===== src/rtl/fetch_pkg.sv =====
// Shared types for the instruction fetch stage: widths, FSM states and the
// {pc, instruction} entry that travels from the fetch stage to decode.
package fetch_pkg;

  localparam int FETCH_WIDTH    = 32;
  localparam int FETCH_ADDRSIZE = 12;

  typedef enum logic [1:0] {
    IDLE   = 2'd0,
    FETCH  = 2'd1,
    HALTED = 2'd2
  } fetch_state_t;

  typedef struct packed {
    logic [FETCH_ADDRSIZE-1:0] pc;
    logic [FETCH_WIDTH-1:0]    data;
  } fetch_entry_t;

endpackage


===== src/rtl/fetch_skid_buf.sv =====
// Two-entry FIFO of fetched {pc, instruction} pairs. The head is always
// presented; flush empties the buffer and wins over a simultaneous push.
module fetch_skid_buf
  import fetch_pkg::*;
(
  input  logic         clk,
  input  logic         reset,
  input  logic         push,
  input  fetch_entry_t push_entry,
  input  logic         pop,
  input  logic         flush,
  output fetch_entry_t head,
  output logic [1:0]   count,
  output logic         valid
);

  fetch_entry_t [1:0] ent_q;
  logic               wr_ptr, rd_ptr;

  // Storage, pointers and occupancy; pop is only ever asserted while non-empty
  // and push only while not full, so no guard is needed here.
  always_ff @(posedge clk or negedge reset) begin
    if (!reset) begin
      ent_q  <= '0;
      wr_ptr <= 1'b0;
      rd_ptr <= 1'b0;
      count  <= 2'd0;
    end else if (flush) begin
      wr_ptr <= 1'b0;
      rd_ptr <= 1'b0;
      count  <= 2'd0;
    end else begin
      if (push) begin
        ent_q[wr_ptr] <= push_entry;
        wr_ptr        <= ~wr_ptr;
      end
      if (pop) rd_ptr <= ~rd_ptr;
      case ({push, pop})
        2'b10:   count <= count + 2'd1;
        2'b01:   count <= count - 2'd1;
        default: count <= count;
      endcase
    end
  end

  assign head  = ent_q[rd_ptr];
  assign valid = (count != 2'd0);

endmodule


===== src/rtl/inst_fetch.sv =====
// Instruction fetch stage: owns the PC, issues reads to a synchronous-read
// instruction memory, tags returning words with their PC and hands them to
// decode through a 2-entry skid buffer. Redirects flush everything in flight.
module inst_fetch
  import fetch_pkg::*;
#(
  parameter int                  WIDTH    = FETCH_WIDTH,
  parameter int                  ADDRSIZE = FETCH_ADDRSIZE,
  parameter logic [ADDRSIZE-1:0] RESET_PC = '0,
  parameter int                  DEPTH    = 2
) (
  input  logic                clk,
  input  logic                reset,
  input  logic                start,
  input  logic                halt,
  input  logic                redirect_valid,
  input  logic [ADDRSIZE-1:0] redirect_pc,
  output logic [ADDRSIZE-1:0] mem_addr,
  input  logic [WIDTH-1:0]    mem_rdata,
  output logic                inst_valid,
  input  logic                inst_ready,
  output logic [WIDTH-1:0]    inst_data,
  output logic [ADDRSIZE-1:0] inst_pc,
  output logic                busy
);

  // Buffer capacity used by the issue rule; the buffer itself is fixed at 2.
  localparam logic [2:0] CAP = 3'(DEPTH);

  fetch_state_t        state_q, state_d;
  logic [ADDRSIZE-1:0] pc_q, inflight_pc;
  logic                inflight, discard;
  logic                pop, push, issue;
  logic [1:0]          count;
  logic [2:0]          occ;
  fetch_entry_t        push_entry, head;
  logic                head_valid;

  assign pop = head_valid & inst_ready;

  // Entries that will be held after this cycle if nothing is issued now:
  // buffered + in flight - leaving. Issuing only below capacity makes
  // overflow impossible, so the buffer never has to push back.
  assign occ   = {1'b0, count} + {2'b00, inflight} - {2'b00, pop};
  assign issue = (state_q == FETCH) & ~halt & ~redirect_valid & (occ < CAP);

  // A word tagged for discard belongs to the pre-redirect stream.
  assign push            = inflight & ~discard;
  assign push_entry.pc   = inflight_pc;
  assign push_entry.data = mem_rdata;

  // Next-state logic; halt together with redirect still lands in HALTED.
  always_comb begin
    state_d = state_q;
    case (state_q)
      IDLE:    if (start) state_d = FETCH;
      FETCH:   if (halt)  state_d = HALTED;
      HALTED:  if (!halt) state_d = FETCH;
      default: state_d = IDLE;
    endcase
  end

  // State register.
  always_ff @(posedge clk or negedge reset) begin
    if (!reset) state_q <= IDLE;
    else        state_q <= state_d;
  end

  // PC and in-flight tracking; redirect overrides sequential advance.
  always_ff @(posedge clk or negedge reset) begin
    if (!reset) begin
      pc_q        <= RESET_PC;
      inflight    <= 1'b0;
      inflight_pc <= '0;
      discard     <= 1'b0;
    end else begin
      inflight <= issue;
      discard  <= redirect_valid & inflight;
      if (issue) inflight_pc <= pc_q;
      if (redirect_valid) pc_q <= redirect_pc;
      else if (issue)     pc_q <= pc_q + ADDRSIZE'(1);
    end
  end

  fetch_skid_buf u_buf (
    .clk        (clk),
    .reset      (reset),
    .push       (push),
    .push_entry (push_entry),
    .pop        (pop),
    .flush      (redirect_valid),
    .head       (head),
    .count      (count),
    .valid      (head_valid)
  );

  assign mem_addr   = pc_q;
  assign inst_valid = head_valid;
  assign inst_data  = head.data;
  assign inst_pc    = head.pc;
  assign busy       = (state_q == FETCH) | inflight | (count != 2'd0);

endmodule


===== config.mk =====
export PLATFORM = sky130hd
export DESIGN_NAME = inst_fetch
export DESIGN_NICKNAME = d
export VERILOG_FILES = /design/src/rtl/fetch_pkg.sv /design/src/rtl/fetch_skid_buf.sv /design/src/rtl/inst_fetch.sv
export SDC_FILE = /design/constraint.sdc
export NUM_CORES = 1
export LEC_CHECK = 0
export ABC_AREA = 1
export CAP_MARGIN = 20
export CORE_UTILIZATION = 45
export CTS_BUF_LIST = sky130_fd_sc_hd__clkbuf_4
export CTS_CLUSTER_DIAMETER = 200
export DETAILED_ROUTE_END_ITERATION = 8
export PLACE_DENSITY = 0.79
export SKIP_CTS_REPAIR_TIMING = 1
export SLEW_MARGIN = 20
export SYNTH_ARGS = -nofsm -noshare
export SYNTH_HDL_FRONTEND = slang
export SYNTH_SLANG_ARGS = --single-unit

===== constraint.sdc =====
create_clock -name clk -period 4.31 [get_ports clk]
set_input_delay 0.862 -clock clk [delete_from_list [all_inputs] [get_ports clk]]
set_output_delay 0.862 -clock clk [all_outputs]
set_load 0.05 [all_outputs]

# After elaboration in Yosys (flattened, before gate mapping)
# Index checks and enable logic that the tools add are counted.
# word_totals
regBits,120
input_bits,50
# classes
order_cmp,4
n_reduce_logical,9
n_mux,17
n_eq_ne,7
addsub,5
n_bitwise,13
# op_table
operator,count
44-bit two-way mux,3
88-bit bitwise mux,1
44-bit demux with 1-bit select,1
12-bit two-way mux,2
"12-bit by 1-bit adder with 12-bit output, second input constant",1
2-bit two-way mux,4
2-bit nonzero test,4
1-bit bitwise AND,6
"2-bit != test, second input constant",3
2-bit one-hot mux with 3 select lines,1
1-bit inverter,5
"2-bit by 1-bit == test with 1-bit output, second input constant",2
"2-bit == test, second input constant",2
"1-bit by 2-bit less-than comparator with 1-bit output, second input constant",2
1-bit two-way mux,4
2-bit one-hot mux with 2 select lines,1
2-bit by 1-bit adder with 3-bit output,1
"3-bit by 2-bit less-than comparator with 1-bit output, second input constant",1
3-bit AND reduction,1
3-bit nonzero test,1
3-bit by 1-bit subtractor with 3-bit output,1
"2-bit by 1-bit adder with 2-bit output, second input constant",1
2-bit zero test,1
1-bit bitwise OR,2
other kinds (4),4

# Longest topological paths before layout
# logic_depth
word_depth,7
ltp_mapped,13

# Hierarchy
# Synthesis repeated with hierarchy kept, for this count alone.
# unflattened
hier_cells,598
area_unflattened_um2,5587.9
# by_module_without_submodules
mod,cells_per_inst,seq_area_each_um2,instances,area_each_um2
fetch_skid_buf,404,2302.2,1,4038.9
inst_fetch,194,700.7,1,1549.0

# Worst setup path after synthesis
# Ideal clock, no wire load.
# synth_timing
kind,input to register
startpoint,input port inst_ready
endpoint,"register pc_q[8], in the netlist mem_addr[8]"
stages,11
t_arrival_ns,2.621
path_slack_ns,1.562
t_required_ns,4.183
path_cell_list,inv_1 -> nor2_1 -> ha_1 -> or2_2 -> fa_1 -> nand3_4 -> nor2_8 -> nor2_2 -> buf_6 -> nand2_1 -> nand3_1
# synth_between
elab_chain_len,5
# synth_rtl
element,line,text
start: declaration,inst_fetch.sv:21,"input logic inst_ready,"
1-bit bitwise AND,inst_fetch.sv:39,assign pop = head_valid & inst_ready;
3-bit by 1-bit subtractor with 3-bit output,inst_fetch.sv:44,"assign occ = {1'b0, count} + {2'b00, inflight} - {2'b00, pop};"
3-bit by 2-bit less-than comparator with 1-bit output,inst_fetch.sv:45,assign issue = (state_q == FETCH) & ~halt & ~redirect_valid & (occ < CAP);
1-bit bitwise AND,inst_fetch.sv:45,
2-bit nonzero test (no line),--,
end signal: assignment,inst_fetch.sv:80,if (redirect_valid) pc_q <= redirect_pc;
end signal: assignment,inst_fetch.sv:81,else if (issue) pc_q <= pc_q + ADDRSIZE'(1);
end: declaration,inst_fetch.sv:31,"logic [ADDRSIZE-1:0] pc_q, inflight_pc;"
# No other way between the ends.
# A chain may end at the register's enable or synchronous reset.

# Worst setup path in the final report
# layout_timing
startpoint,register u_buf.rd_ptr
endpoint,output port inst_pc[0]
# layout_between
elab_chain_len,2
# layout_rtl
element,line,text
start: declaration,fetch_skid_buf.sv:18,"logic wr_ptr, rd_ptr;"
start signal: assignment,fetch_skid_buf.sv:37,if (pop) rd_ptr <= ~rd_ptr;
44-bit two-way mux (implied by the code) (2 in series),fetch_skid_buf.sv:46,assign head = ent_q[rd_ptr];
end: declaration,inst_fetch.sv:23,"output logic [ADDRSIZE-1:0] inst_pc,"
# No other way between the ends. The select of a mux whose other input is x is not followed.

==> metrics.txt <==
endpoints failing setup=0; Max-Cap Viols=0; outcome=complete, no violations; total grt overflow=0; main combinational cell family by area after synthesis=simple AND/OR/NAND/NOR gates; H-tree Lvls=4; pin count of the biggest net entering global routing=89; Clock Path Buffers=2; most frequent cells in the layout=nand2_1, dfrtp_1, clkdlybuf4s50_1; power per cell area=716.3 nW/um^2; Switch Pwr=0.002210 W; mux contribution to synthesized area=0%; Routed WL=11570 um; DR pass1 iterations=5; share of power burned in registers=34.6%; initial antenna violation count=0; vias in the first global route=4328; Tmin final=3.418 ns; Layout Area Growth over Synthesis=26.12%; total CTS buffers=17; Startpoint Class=register; synth unique cells=29; Starting DRT DRC Count=297; Synth Warn #=0; Comb pwr share=47.6%; slew margin rel.=43.57%; I/O Buffers=107; io pins=108; worst-path fanout max=46; Int Pwr=0.002771 W; core area=11960 um^2; DRC=0; Peak Freq=292.6 MHz; wire length per cell=12.27 um; Vias/cell=4.879; Hold Crit Class=input port to async pin; #FFs+latches synth=120; clock-pin slew on the worst setup and hold paths=0.11 ns; starting density of the core=46.09%; Setup TNS=0 ns; WP data required=3.45 ns; Die ar.=12700 um^2; post-synthesis compound-gate area fraction=10.12%; syn avg cell area=8.060 um^2; Final nets=836; VDD IR max=0.4330 mV; Post-Syn Area=5513 um^2; Gate Count Post-Synth=684; leading cell type in the layout, fill and taps excluded=nand2_1; clock share of power=17.8%; Final Hold Vio Count=0; Seq/Total Area, Yosys=54.47%; share of cells above drive strength 1=7.412%; Ant. Diodes=0; PnR worst setup slack=0.8919 ns; Worst Path Arrival=2.56 ns; sw frac=44.37%; post-detailed-route count of antenna-violating nets=0; max-slew violation count=0; Root Buffer Master=clkbuf_4; post-DP HPWL=7430 um; die height=112.7 um; period utilisation layout=79.31%; Synth Area in Simple Gates=26.15%; Post-Synth XOR/XNOR Area=0.3177%; worst clock skew=0.01436 ns; Total Routing Usage GR=19.54%; CP most frequent cell=nand2_1; Post-Synth Adder-Cell Area=0.8171%; leakage=3.464 nW; syn nets=737; TritonCTS Sinks=120; Largest stage delay, worst path=0.84 ns; Worst-Margin Slew=0.8452 ns; CP Capture Type=output port; row count=40; post-place setup slack=0.7390 ns; slowest CP cell=clkdlybuf4s50_1; Die X=112.7 um; critical path class=register to output port; first-pass GRT wire length=19830 um; crit-path cells=inv_2 > nand2_1 > nand2_1 > clkdlybuf4s50_1; RePlAce Congestion=0.8054; CP top delay family=buffers and inverters; RSZ-0062 raised after global routing=false; Buffers & Inverters on Critical Path=2; Clock Latency Late Sink=0.50 ns; CTS tree=yes; DR vias=4601
kinds of logic (layout without fill, tap and decap cells):
logic type,Yosys count,in the layout
buffers and inverters,100,212
AOI/OAI and AO/OA,108,108
and+or+nand+nor,351,351
adders and majority gates,3,3
DFF,120,120
xor gates and xnor gates,2,2
registers in the layout, indices dropped and copies added, names as in the netlist:
signal        flops
mem_addr         12
state_q           2
discard           1
inflight          1
inflight_pc      12
u_buf.rd_ptr      1
u_buf.ent_q      88
u_buf.wr_ptr      1
u_buf.count       2
power groups by stage:
stage               registers [W]  logic (W)  clock network, W
global route              0.00178    0.00257          0.000956
global placement          0.00173    0.00236                 0
finish                    0.00172    0.00237          0.000888
detailed placement        0.00174    0.00239                 0
CTS                       0.00172    0.00239          0.000909
floorplan                 0.00178    0.00159                 0
synthesized netlist by cell type:
library cell	number	share of area [%]
buf_6	8	1.6
inv_2	3	0.20
ha_1	2	0.45
nor2_4	2	0.41
inv_4	1	0.11
nand3_4	2	0.64
o21ai_0	76	6.9
a21oi_1	3	0.27
o21bai_1	1	0.14
inv_1	63	4.3
nand4_1	1	0.11
nand3_2	1	0.18
nor2_8	1	0.36
buf_2	2	0.18
buf_4	2	0.27
xor2_1	2	0.32
o21ai_2	4	0.64
nand2_1	294	20
buf_1	3	0.20
nor2_2	3	0.34
fa_1	1	0.36
clkbuf_1	18	1.2
dfrtp_1	120	54
and3_1	1	0.11
or2_2	2	0.23
nand3_1	29	2.6
nor2_1	13	0.89
nand2_2	2	0.23
o21ai_1	24	2.2
final timing paths:
check | from | end | slack [ns] | depth (start not counted)
max | u_buf.rd_ptr | inst_pc[0] | 0.89 | 4
min | reset | u_buf.ent_q[56] | 0.39 | 1
max reg2reg | u_buf.count[1] | mem_addr[3] | 1.56 | 10
min reg2reg | inflight | discard | 0.48 | 2
max in group asynchronous | reset | inflight_pc[1] | 2.99 | 2
min in group clk | inflight | discard | 0.48 | 2
area by class of cell:
cell class / count / area, um^2
well taps: 147 / 183.9
inverters: 67 / 254.0
multi-input cells: 464 / 2069
flip-flops and latches: 120 / 3003
clock buffers: 22 / 165.2
repair buffers: 113 / 1126
fillers: 1096 / 5009
clock inverters: 10 / 151.4
per-layer routing:
layer / part of all wire [%] / GRT usage (%) / wire length (um) / vias to the layer above
met4: 0.86 / 4.800 / 99 / 0
met3: 4.6 / 4.860 / 538 / 10
met2: 46 / 31.89 / 5265 / 125
met5: 0 / 0 / 0 / -
met1: 49 / 26.21 / 5668 / 2134
li1: - / - / - / 2332
stage by stage:
stage	util, %	instances	hold WS, ns	cell area [um^2]	power (W)
finish	58.13	943	0.3911	6953	0.004981
global route	58.13	943	0.4137	6953	0.005299
CTS	58.13	943	0.3970	6953	0.005022
detailed placement	55.48	911	0.4509	6636	0.004131
global placement	55.48	911	0.4519	6636	0.004090
floorplan	-	684	0.4361	5513	0.003365
(Power assumes the default switching activity.)
